<file path="config.mk">
export PLATFORM = sky130hd
export DESIGN_NAME = serial_ripple_subtractor_flat
export DESIGN_NICKNAME = d
export VERILOG_FILES = /design/src/rtl/serial_ripple_subtractor_if.sv /design/src/rtl/serial_ripple_subtractor.sv /design/src/flat_wrapper.sv
export SDC_FILE = /design/constraint.sdc
export NUM_CORES = 1
export LEC_CHECK = 0
export BUFFER_PORTS_ARGS = -buffer_cell sky130_fd_sc_hd__buf_2
export CORE_MARGIN = 4
export CORE_UTILIZATION = 33
export CTS_BUF_LIST = sky130_fd_sc_hd__clkbuf_8
export DETAILED_ROUTE_END_ITERATION = 12
export PLACE_DENSITY = 0.62
export SLEW_MARGIN = 20
export SYNTH_ARGS = -nofsm -noshare
export SYNTH_HDL_FRONTEND = slang
export SYNTH_SLANG_ARGS = --single-unit
</file>
<file path="constraint.sdc">
create_clock -name clk -period 1.3 [get_ports clk]
set_input_delay 0.26 -clock clk [delete_from_list [all_inputs] [get_ports clk]]
set_output_delay 0.26 -clock clk [all_outputs]
set_load 0.01 [all_outputs]
</file>
<file path="src/rtl/serial_ripple_subtractor_if.sv">
// Handshake and result bundle for the bit-serial ripple-borrow subtractor.
// The requester drives the operands and start; the subtractor returns status and result.
interface serial_ripple_subtractor_if #(
  parameter int WIDTH = 4
);
  logic             start;
  logic [WIDTH-1:0] A;
  logic [WIDTH-1:0] B;
  logic             Bin;
  logic             busy;
  logic             done;
  logic [WIDTH-1:0] Diff;
  logic             Bout;
  logic             Ovf;

  modport master (
    output start, A, B, Bin,
    input  busy, done, Diff, Bout, Ovf
  );

  modport slave (
    input  start, A, B, Bin,
    output busy, done, Diff, Bout, Ovf
  );
endinterface

</file>
<file path="src/rtl/serial_ripple_subtractor.sv">
// Bit-serial ripple-borrow subtractor: Diff = A - B - Bin, one bit per clock, LSB first.
// A single full-subtractor cell and a borrow flop; results are published only on entry to DONE.
module serial_ripple_subtractor #(
  parameter int WIDTH = 4
) (
  input  logic                         clk,
  input  logic                         rst,
  serial_ripple_subtractor_if.slave    bus
);

  localparam int CW = $clog2(WIDTH) + 1;

  typedef enum logic [1:0] {
    IDLE  = 2'd0,
    SHIFT = 2'd1,
    DONE  = 2'd2
  } state_e;

  state_e           state_q, state_d;
  logic [WIDTH-1:0] a_sh_q, a_sh_d;
  logic [WIDTH-1:0] b_sh_q, b_sh_d;
  logic [WIDTH-1:0] res_q, res_d;
  logic [CW-1:0]    cnt_q, cnt_d;
  logic             br_q, br_d;
  logic             a_msb_q, a_msb_d;
  logic             b_msb_q, b_msb_d;
  logic [WIDTH-1:0] diff_q, diff_d;
  logic             bout_q, bout_d;
  logic             ovf_q, ovf_d;
  logic             busy_q, busy_d;
  logic             done_q, done_d;

  logic             a_bit;
  logic             b_bit;
  logic             d_bit;
  logic             br_nxt;

  assign a_bit  = a_sh_q[0];
  assign b_bit  = b_sh_q[0];
  assign d_bit  = a_bit ^ b_bit ^ br_q;
  assign br_nxt = (~a_bit & b_bit) | (~(a_bit ^ b_bit) & br_q);

  // Next-state, datapath and registered-output computation.
  always_comb begin
    state_d = state_q;
    a_sh_d  = a_sh_q;
    b_sh_d  = b_sh_q;
    res_d   = res_q;
    cnt_d   = cnt_q;
    br_d    = br_q;
    a_msb_d = a_msb_q;
    b_msb_d = b_msb_q;
    diff_d  = diff_q;
    bout_d  = bout_q;
    ovf_d   = ovf_q;

    case (state_q)
      IDLE, DONE: begin
        if (bus.start) begin
          state_d = SHIFT;
          a_sh_d  = bus.A;
          b_sh_d  = bus.B;
          br_d    = bus.Bin;
          res_d   = '0;
          cnt_d   = '0;
          a_msb_d = bus.A[WIDTH-1];
          b_msb_d = bus.B[WIDTH-1];
        end else begin
          state_d = IDLE;
        end
      end
      SHIFT: begin
        res_d  = {d_bit, res_q[WIDTH-1:1]};
        a_sh_d = {1'b0, a_sh_q[WIDTH-1:1]};
        b_sh_d = {1'b0, b_sh_q[WIDTH-1:1]};
        br_d   = br_nxt;
        cnt_d  = cnt_q + CW'(1);
        // The bit processed here is the MSB, so d_bit is the final sign bit.
        if (cnt_q == CW'(WIDTH - 1)) begin
          state_d = DONE;
          diff_d  = res_d;
          bout_d  = br_nxt;
          ovf_d   = (a_msb_q != b_msb_q) && (d_bit != a_msb_q);
        end else begin
          state_d = SHIFT;
        end
      end
      default: begin
        state_d = IDLE;
      end
    endcase

    busy_d = (state_d == SHIFT);
    done_d = (state_d == DONE);
  end

  // State and output registers with synchronous reset.
  always_ff @(posedge clk) begin
    if (rst) begin
      state_q <= IDLE;
      a_sh_q  <= '0;
      b_sh_q  <= '0;
      res_q   <= '0;
      cnt_q   <= '0;
      br_q    <= 1'b0;
      a_msb_q <= 1'b0;
      b_msb_q <= 1'b0;
      diff_q  <= '0;
      bout_q  <= 1'b0;
      ovf_q   <= 1'b0;
      busy_q  <= 1'b0;
      done_q  <= 1'b0;
    end else begin
      state_q <= state_d;
      a_sh_q  <= a_sh_d;
      b_sh_q  <= b_sh_d;
      res_q   <= res_d;
      cnt_q   <= cnt_d;
      br_q    <= br_d;
      a_msb_q <= a_msb_d;
      b_msb_q <= b_msb_d;
      diff_q  <= diff_d;
      bout_q  <= bout_d;
      ovf_q   <= ovf_d;
      busy_q  <= busy_d;
      done_q  <= done_d;
    end
  end

  assign bus.busy = busy_q;
  assign bus.done = done_q;
  assign bus.Diff = diff_q;
  assign bus.Bout = bout_q;
  assign bus.Ovf  = ovf_q;

endmodule

</file>
<file path="src/flat_wrapper.sv">
// flat-port wrapper written by rule: the top's interface ports become plain ports
module serial_ripple_subtractor_flat 
#(
  parameter int WIDTH = 4
)
  (clk, rst, bus_start, bus_A, bus_B, bus_Bin, bus_busy, bus_done, bus_Diff, bus_Bout, bus_Ovf);
  serial_ripple_subtractor_if #(.WIDTH(WIDTH)) bus_i ();
  input  logic clk;
  input  logic rst;
  input wire logic [$bits(bus_i.start)-1:0] bus_start;
  input wire logic [$bits(bus_i.A)-1:0] bus_A;
  input wire logic [$bits(bus_i.B)-1:0] bus_B;
  input wire logic [$bits(bus_i.Bin)-1:0] bus_Bin;
  output wire logic [$bits(bus_i.busy)-1:0] bus_busy;
  output wire logic [$bits(bus_i.done)-1:0] bus_done;
  output wire logic [$bits(bus_i.Diff)-1:0] bus_Diff;
  output wire logic [$bits(bus_i.Bout)-1:0] bus_Bout;
  output wire logic [$bits(bus_i.Ovf)-1:0] bus_Ovf;
  assign bus_i.start = bus_start;
  assign bus_i.A = bus_A;
  assign bus_i.B = bus_B;
  assign bus_i.Bin = bus_Bin;
  assign bus_busy = bus_i.busy;
  assign bus_done = bus_i.done;
  assign bus_Diff = bus_i.Diff;
  assign bus_Bout = bus_i.Bout;
  assign bus_Ovf = bus_i.Ovf;
  serial_ripple_subtractor #(.WIDTH(WIDTH)) u_core (.clk(clk), .rst(rst), .bus(bus_i));
endmodule
</file>
# ---- Word-level counts from Yosys, hierarchy flattened
# Index checks and enable logic that the tools add are counted.
dict set report totals {
  elab_cells 49
  reg_bits 28
  out_inout_bits 8
  in_bits 12
}
dict set report op_classes {
  n_bitwise 7
  add_sub_neg 1
  reduce_logical 7
  n_mux 13
  n_eq_ne 8
}
# operator count
set op_table {}
lappend op_table {{$pmux W4 S2} 3}
lappend op_table {{$mux W4} 3}
lappend op_table {{$pmux W3 S2} 1}
lappend op_table {{$reduce_and A2 Y1} 3}
lappend op_table {{$eq A2 B1 Y1 const B} 2}
lappend op_table {{$eq A2 B2 Y1 const B} 2}
lappend op_table {{$pmux W2 S2} 1}
lappend op_table {{$add A3 B1 Y3 const B} 1}
lappend op_table {{$eq A3 B2 Y1 const B} 1}
lappend op_table {{$mux W3} 1}
lappend op_table {{$and A1 B1 Y1} 2}
lappend op_table {{$logic_not A2 Y1} 1}
lappend op_table {{$mux W1} 2}
lappend op_table {{$mux W2} 1}
lappend op_table {{$ne A1 B1 Y1} 2}
lappend op_table {{$ne A2 B2 Y1 const B} 1}
lappend op_table {{$not A1 Y1} 2}
lappend op_table {{$pmux W1 S2} 1}
lappend op_table {{$reduce_bool A2 Y1} 1}
lappend op_table {{$reduce_or A2 Y1} 1}
lappend op_table {{$xor A1 B1 Y1} 2}
lappend op_table {{$logic_and A1 B1 Y1} 1}
lappend op_table {{$or A1 B1 Y1} 1}

# ---- Longest topological paths before layout
# Gate-level depths: netlist of run 1.
dict set report logic_depth {
  ltp_word 5
  mapped_depth 6
  depth_no_buf 5
}

# ---- Worst setup path after synthesis of run 1
# Ideal clock, no wire load.
dict set report synth_path {
  path_type {flip-flop to flip-flop}
  start {register u_core.br_q}
  end {register u_core.ovf_q, in the netlist u_core.bus.Ovf}
  slack_ns -0.064
  setup_ns 0.132
  stages_incl_launch_ff 6
  period_less_slack_ns 1.364
  t_arrival_ns 1.232
  required_time_ns 1.168
  cell_sequence {dfxtp_1 -> inv_1 -> fa_1 -> and3b_1 -> nor3_1 -> nor3_1}
}
dict set report synth_between {
  elab_chain_len 3
}
# item line_no
set synth_rtl {}
lappend synth_rtl {{from (decl)} serial_ripple_subtractor.sv:24} ;# logic br_q, br_d;
lappend synth_rtl {{from (signal assigned)} serial_ripple_subtractor.sv:119} ;# br_q <= br_d;
lappend synth_rtl {{$xor A1 B1 Y1} serial_ripple_subtractor.sv:40} ;# assign d_bit = a_bit ^ b_bit ^ br_q;
lappend synth_rtl {{named net u_core.d_bit} serial_ripple_subtractor.sv:35} ;# logic d_bit;
lappend synth_rtl {{$ne A1 B1 Y1} serial_ripple_subtractor.sv:83} ;# ovf_d = (a_msb_q != b_msb_q) && (d_bit != a_msb_q);
lappend synth_rtl {{$logic_and A1 B1 Y1} serial_ripple_subtractor.sv:83}
lappend synth_rtl {{to (signal assigned)} serial_ripple_subtractor.sv:124} ;# ovf_q <= ovf_d;
lappend synth_rtl {{to (decl)} serial_ripple_subtractor.sv:29} ;# logic ovf_q, ovf_d;
# The timed path passes the listed nets, and every way through them passes these cells.
# A chain may end at the register's enable or synchronous reset.

# ---- Worst setup path in the final report of run 1
dict set report layout_path {
  start {register u_core.b_sh_q[0]}
  end {register u_core.ovf_q, in the netlist u_core.bus.Ovf}
}
dict set report layout_between {
  elab_chain_len 4
}
# item line_no
set layout_rtl {}
lappend layout_rtl {{from (decl)} serial_ripple_subtractor.sv:21} ;# logic [WIDTH-1:0] b_sh_q, b_sh_d;
lappend layout_rtl {{from (signal assigned)} serial_ripple_subtractor.sv:116} ;# b_sh_q <= b_sh_d;
lappend layout_rtl {{$xor A1 B1 Y1 (2 in series)} serial_ripple_subtractor.sv:40}
lappend layout_rtl {{named net u_core.d_bit} serial_ripple_subtractor.sv:35}
lappend layout_rtl {{$ne A1 B1 Y1} serial_ripple_subtractor.sv:83}
lappend layout_rtl {{$logic_and A1 B1 Y1} serial_ripple_subtractor.sv:83}
# The timed path passes the listed nets, and every way through them passes these cells.

==> impl_metrics.tcl, run 1 <==
set metrics [dict create \
    grt_pass1_vias 842 \
    hold_path_class "input pin to register" \
    rows 20 \
    die_w_um 65.5 \
    routedWlPerCell_um 11.4 \
    avgSynthCellArea_um2 8.66 \
    port_buffers 19 \
    fin_crit_sh_pct 105 \
    hold_viol 0 \
    dieArea_um2 4290 \
    setup_violations 3 \
    final_cell_area_um2 1350 \
    tritoncts "built" \
    wl_met1_mm 1.04 \
    synth_compound_area_share_pct 14.4 \
    routabilityCongestion 0.685 \
    num_antenna_cells 0 \
    period_needed_ps 1360 \
    synth-seq-cells 27 \
    max_slew_margin_pct 69.2 \
    via_per_inst 4.75 \
    core_um2 3100 \
    clkSlewWorstSetupHoldPaths_ps 90 \
    grt_max_degree 28 \
    synth_top_family_by_area "simple AND/OR/NAND/NOR gates" \
    worst_pin_slew_ps 462 \
    syn_to_final_growth_pct 24.0 \
    dp_hpwl_mm 1.55 \
    ctsLongestPathBuffers 2 \
    antenna_found_initial 0 \
    met3_wirelength_um 89 \
    outcome "finished, violations left" \
    clock_skew_ps 3.43 \
    drt_iter0_markers 34 \
    worst-r2r-setup-slack_ps -60 \
    r2r_start "u_core.b_sh_q[0]" \
    startpoint_type "register" \
    critPathKind "register to register" \
    grt_pass1_wl_mm 3.66 \
    ys_seq_area_share_pct 49.5 \
    yosysUniqueCellTypes 25 \
    worst_ep_arrival_time_ps 1570 \
    layout-drive-gt1-share_pct 28.6 \
    clkSinkCount 27 \
    rsz0062_at_grt "true" \
    gr-total-overflow 0 \
    yosys.area_share.simple_pct 24.0 \
    timing.final.ws_setup_ps -60.2 \
    max_freq_mhz 735 \
    design.portCount 20 \
    reg2reg_to "u_core.bus.Ovf" \
    wl_met2_mm 1.02 \
    ys_warn_count 0 \
    drt.antenna.violating_nets 0 \
    final_nets 163 \
    finalMaxSlewViolations 0 \
    drc 0 \
    synth_xor_xnor_area_share_pct 0 \
    crit_path_end_kind "register" \
    vdd_drop_max_uv 545 \
    r2r_cells 5 \
    wl_mm 2.17 \
    track_usage_pct 11.0 \
    power_density_nw_per_um2 1190 \
    num_vias 908 \
    hold_end "u_core.a_sh_q[0]" \
    synthAdderAreaFrac_pct 4.13 \
    holdPathStages 3 \
    synth.area.mux_share_pct 0.917 \
    tns_ps -112 \
    die_height_um 65.5 \
    synth.net_count 141 \
    clock_latency_ps 270 \
    hp-start "bus_A[0]" \
    cp.required_ps 1510 \
    path_max_fanout 3 \
    syn_inst 126 \
    h-tree-depth 1 \
    start_util_pct 35.2 \
    synth_area_um2 1090 \
    dr.pass1.iters 4 \
    power_leakage_nw 0.536 \
    post-route-util_pct 43.6 \
    numCtsBuffers 3 \
    post_dp_cell_area_um2 1280 \
    max_cap_viol_count 0 \
    cts_root_buf "clkbuf_8" \
    highest_layer "met4" \
    violations "setup timing" \
]
==> Yosys cell counts (all sizes together) <==
cell type | count | area, µm²
nand3b | 1 | 7.51
nand2 | 23 | 86.3
or2b | 1 | 7.51
clkbuf | 1 | 3.75
inv | 3 | 11.3
buf | 9 | 61.3
and2b | 1 | 7.51
mux2i | 1 | 10.0
nor3b | 1 | 7.51
nor2b | 1 | 6.26
nor2 | 11 | 41.3
fa | 1 | 20.0
nor3 | 2 | 10.0
a2bb2oi | 1 | 8.76
nand2b | 3 | 18.8
dfxtp | 27 | 541
a311oi | 7 | 61.3
a21oi | 16 | 80.1
and3b | 1 | 8.76
nand3 | 12 | 60.1
o21a | 1 | 7.51
ha | 2 | 25.0
==> kinds of logic (layout without fill, tap and decap cells) <==
group,after synthesis,after routing
AO/OA/AOI/OAI,25,25
adder cells (fa/ha/maj),3,3
AND/OR/NAND/NOR,57,57
flip-flops,27,27
buffers and inverters,13,34
multiplexers,1,1
==> worst max path at each step <==
stage / end / slack, ps / cells after the start / start
after floorplan: u_core.bus.Ovf / -50 / 5 / u_core.b_sh_q[0]
after global placement: u_core.bus.Ovf / -60 / 5 / u_core.b_sh_q[0]
final: u_core.bus.Ovf / -60 / 5 / u_core.b_sh_q[0]
after CTS: u_core.bus.Ovf / -70 / 5 / u_core.br_q
after global routing: u_core.bus.Ovf / -140 / 5 / u_core.b_sh_q[0]
after detailed placement: u_core.bus.Ovf / -100 / 5 / u_core.b_sh_q[0]
==> critical path, stage by stage, from the launching register on <==
cell,delay (ps)
dfxtp_2,340
inv_2,40
fa_1,580
and3b_1,180
nor3_2,40
nor3_1,110
==> area by class of cell <==
| class | instances | area (µm²) |
|---|---|---|
| fill | 333 | 1750 |
| clock inverter | 1 | 7.51 |
| timing repair buffer | 27 | 180 |
| multi-input combinational | 86 | 512 |
| tap | 44 | 55.1 |
| inverter | 3 | 11.3 |
| sequential | 27 | 546 |
| clock buffer | 3 | 41.3 |
==> repair_timing <==
action                                  in CTS  in global routing
endpoints found under the setup margin       5                  7
pin swaps                                    3                  2
setup buffers                                0                  1
resized for setup                            6                  2
hold buffers                                 0                  0
==> stage by stage <==
stage | power [mW] | hold slack [ps] | worst slack (ps) | std cells
2_1_floorplan | 1.06 | 419 | -48.7 | 126
3_3_place_gp | 1.12 | 442 | -55.8 | 186
3_5_place_dp | 1.13 | 446 | -99.7 | 186
4_1_cts | 1.62 | 239 | -73.6 | 190
5_1_grt | 1.70 | 248 | -138 | 191
6_report | 1.60 | 246 | -60.2 | 191
==> sequential cells by signal, indices dropped and copies added, names as in the netlist <==
signal / count
u_core.a_sh_q: 4
u_core.b_sh_q: 4
u_core.bus.Diff: 4
u_core.cnt_q: 3
u_core.res_q: 3
u_core.state_q: 2
u_core.a_msb_q: 1
u_core.b_msb_q: 1
u_core.br_q: 1
u_core.bus.Bout: 1
u_core.bus.Ovf: 1
u_core.bus.busy: 1
u_core.bus.done: 1
==> cells in the final DEF, fill, tap and decap left out, types with 2 or more instances in the layout <==
master    instances
nand2b_1          3
dfxtp_2           4
nor2_1           11
ha_4              2
nand3_1          12
clkbuf_8          3
buf_12            2
nand2_1          22
buf_2            19
a311oi_1          7
a21oi_1          16
inv_2             2
buf_4             6
dfxtp_1          23
==> metal layers <==
metal	GRT usage [%]	vias to the layer above
met4	4.66	0
met3	1.88	2
met1	13.5	418
met2	19.0	21
li1	-	467
met5	0	-
==> report_power, final <==
| part | switching, mW | internal, mW |
|---|---|---|
| Sequential | 0.0260 | 0.869 |
| Clock | 0.266 | 0.218 |
| Combinational | 0.120 | 0.105 |
| Total | 0.412 | 1.19 |
(Power assumes the default switching activity.)
==> run 2, diff against run 1 <==
GPL_TIMING_DRIVEN = 0   (was unset)
==> run 2 against run 1 <==
- the run still ends with setup timing left
- via count increased by 1.3%
- critical path depth did not move
- non-clock buffer count grew 3
==> impl_metrics.tcl, run 2 (synthesis gave the netlist of run 1 again) <==
set metrics [dict create \
    outcome "finished, violations left" \
    violations "setup timing" \
    rsz0062_at_grt "true" \
    port_buffers 18 \
    grt_pass1_wl_mm 4.12 \
    numCtsBuffers 3 \
    final_cell_area_um2 1350 \
    cp_cell_sequence "inv_2 -> fa_2 -> and3b_1 -> nor3_2 -> nor3_1" \
    grt_max_degree 16 \
    post_dp_cell_area_um2 1270 \
    power_leakage_nw 0.542 \
    rows 20 \
    routabilityCongestion 0.744 \
    dieArea_um2 4290 \
    hold_path_class "input pin to register" \
    setup_violations 2 \
    critPathBufInv 1 \
    track_usage_pct 12.5 \
    fin_crit_sh_pct 110 \
    cp.required_ps 1440 \
    num_antenna_cells 0 \
    power_frac_seq_pct 56.3 \
    p_sw_mw 0.403 \
    via_per_inst 4.74 \
    clkSlewWorstSetupHoldPaths_ps 90 \
    finalMaxSlewViolations 0 \
    routedWlPerCell_um 12.0 \
    path_max_fanout 4 \
    tritoncts "built" \
    h-tree-depth 1 \
    hold_viol 0 \
    clock_skew_ps 1.69 \
    power_density_nw_per_um2 1180 \
    cp_top_family "adder cells" \
    die_height_um 65.5 \
    max_slew_margin_pct 68.7 \
    vdd_drop_max_uv 522 \
    period_needed_ps 1430 \
    max_freq_mhz 700 \
    final_cell_mix "23 x nand2_1, 23 x dfxtp_1, 21 x buf_2" \
    whs_ps 246 \
    timing.final.ws_setup_ps -129 \
    clkSinkCount 27 \
    p_int_mw 1.19 \
    dr.pass1.iters 4 \
    crit_path_end_kind "register" \
    dp_hpwl_mm 1.71 \
    antenna_found_initial 0 \
    power_frac_clock_pct 29.5 \
    design.portCount 20 \
    cts_root_buf "clkbuf_8" \
    worst_ep_arrival_time_ps 1570 \
    worst_pin_slew_ps 469 \
    layout-drive-gt1-share_pct 28.7 \
    drt.antenna.violating_nets 0 \
    drt_iter0_markers 53 \
    swShare_pct 25.3 \
    max_stage_delay_ps 500 \
    start_util_pct 35.2 \
    crit_slowest_cell "fa_2" \
    grt_pass1_vias 921 \
    final_nets 166 \
    drc 0 \
    combinationalPowerShare_pct 14.2 \
    gr-total-overflow 0 \
    num_vias 920 \
    die_w_um 65.5 \
    nFillCells 338 \
    startpoint_type "register" \
    wl_mm 2.32 \
    max_cap_viol_count 0 \
    postCtsHoldBufs 0 \
    pre_cts_ws_ps -170 \
    clock_latency_ps 270 \
    tns_ps -143 \
    core_um2 3100 \
    ctsLongestPathBuffers 2 \
    critPathKind "register to register" \
    syn_to_final_growth_pct 23.4 \
]
-- run 2: metal layers --
layer / vias up / routed length, µm / track usage (%)
li1: 473 / - / -
met1: 429 / 1080 / 16.1
met2: 18 / 1110 / 19.8
met3: 0 / 121 / 3.25
met4: 0 / 0 / 4.66
met5: - / 0 / 0
-- run 2: what timing repair did --
action                                  in CTS  in global routing
cloned                                       0                  0
resized for setup                            8                  1
pin swaps                                    4                  2
endpoints found under the setup margin       5                  2
buffers inserted                             3                  0
-- run 2: stage by stage --
stage | power, mW | std cells | utilization [%]
global placement | 1.11 | 188 | 40.9
finish | 1.59 | 194 | 43.4
floorplan | 1.06 | 126 | -
CTS | 1.61 | 194 | 43.2
global route | 1.68 | 194 | 43.4
detailed placement | 1.12 | 188 | 40.9
-- run 2: final timing paths --
check                           slack, ps            endpoint                from  depth (start not counted)
worst min-delay path                  250    u_core.a_sh_q[0]            bus_A[0]                          3
worst max register to register       -130      u_core.bus.Ovf    u_core.b_sh_q[0]                          5
worst min register to register        460  u_core.bus.Diff[2]  u_core.bus.Diff[2]                          2
worst max-delay path                 -130      u_core.bus.Ovf    u_core.b_sh_q[0]                          5
-- run 2: cell type report --
class / count / area (µm²) / share of cell area (%)
buffer: 9 / 60.1 / 4.46
clock buffer: 3 / 41.3 / 3.07
clock inverter: 1 / 5.00 / 0.372
inverter: 3 / 11.3 / 0.836
multi-input combinational: 86 / 512 / 38.0
sequential: 27 / 546 / 40.5
tap: 44 / 55.1 / 4.09
timing repair buffer: 21 / 116 / 8.64
-- run 2: worst register-to-register path: stages, from the launching register on --
cell and delay [ps]:
dfxtp_2 350, inv_2 40, fa_2 500, and3b_1 190
nor3_2 160, nor3_1 60
-- run 2: power by group through the flow --
stage	clock, mW	sequential [mW]	combinational [mW]
after global routing	0.526	0.901	0.258
after CTS	0.484	0.896	0.228
after detailed placement	0	0.912	0.207
after floorplan	0	0.907	0.149
after global placement	0	0.910	0.201
final	0.470	0.896	0.226
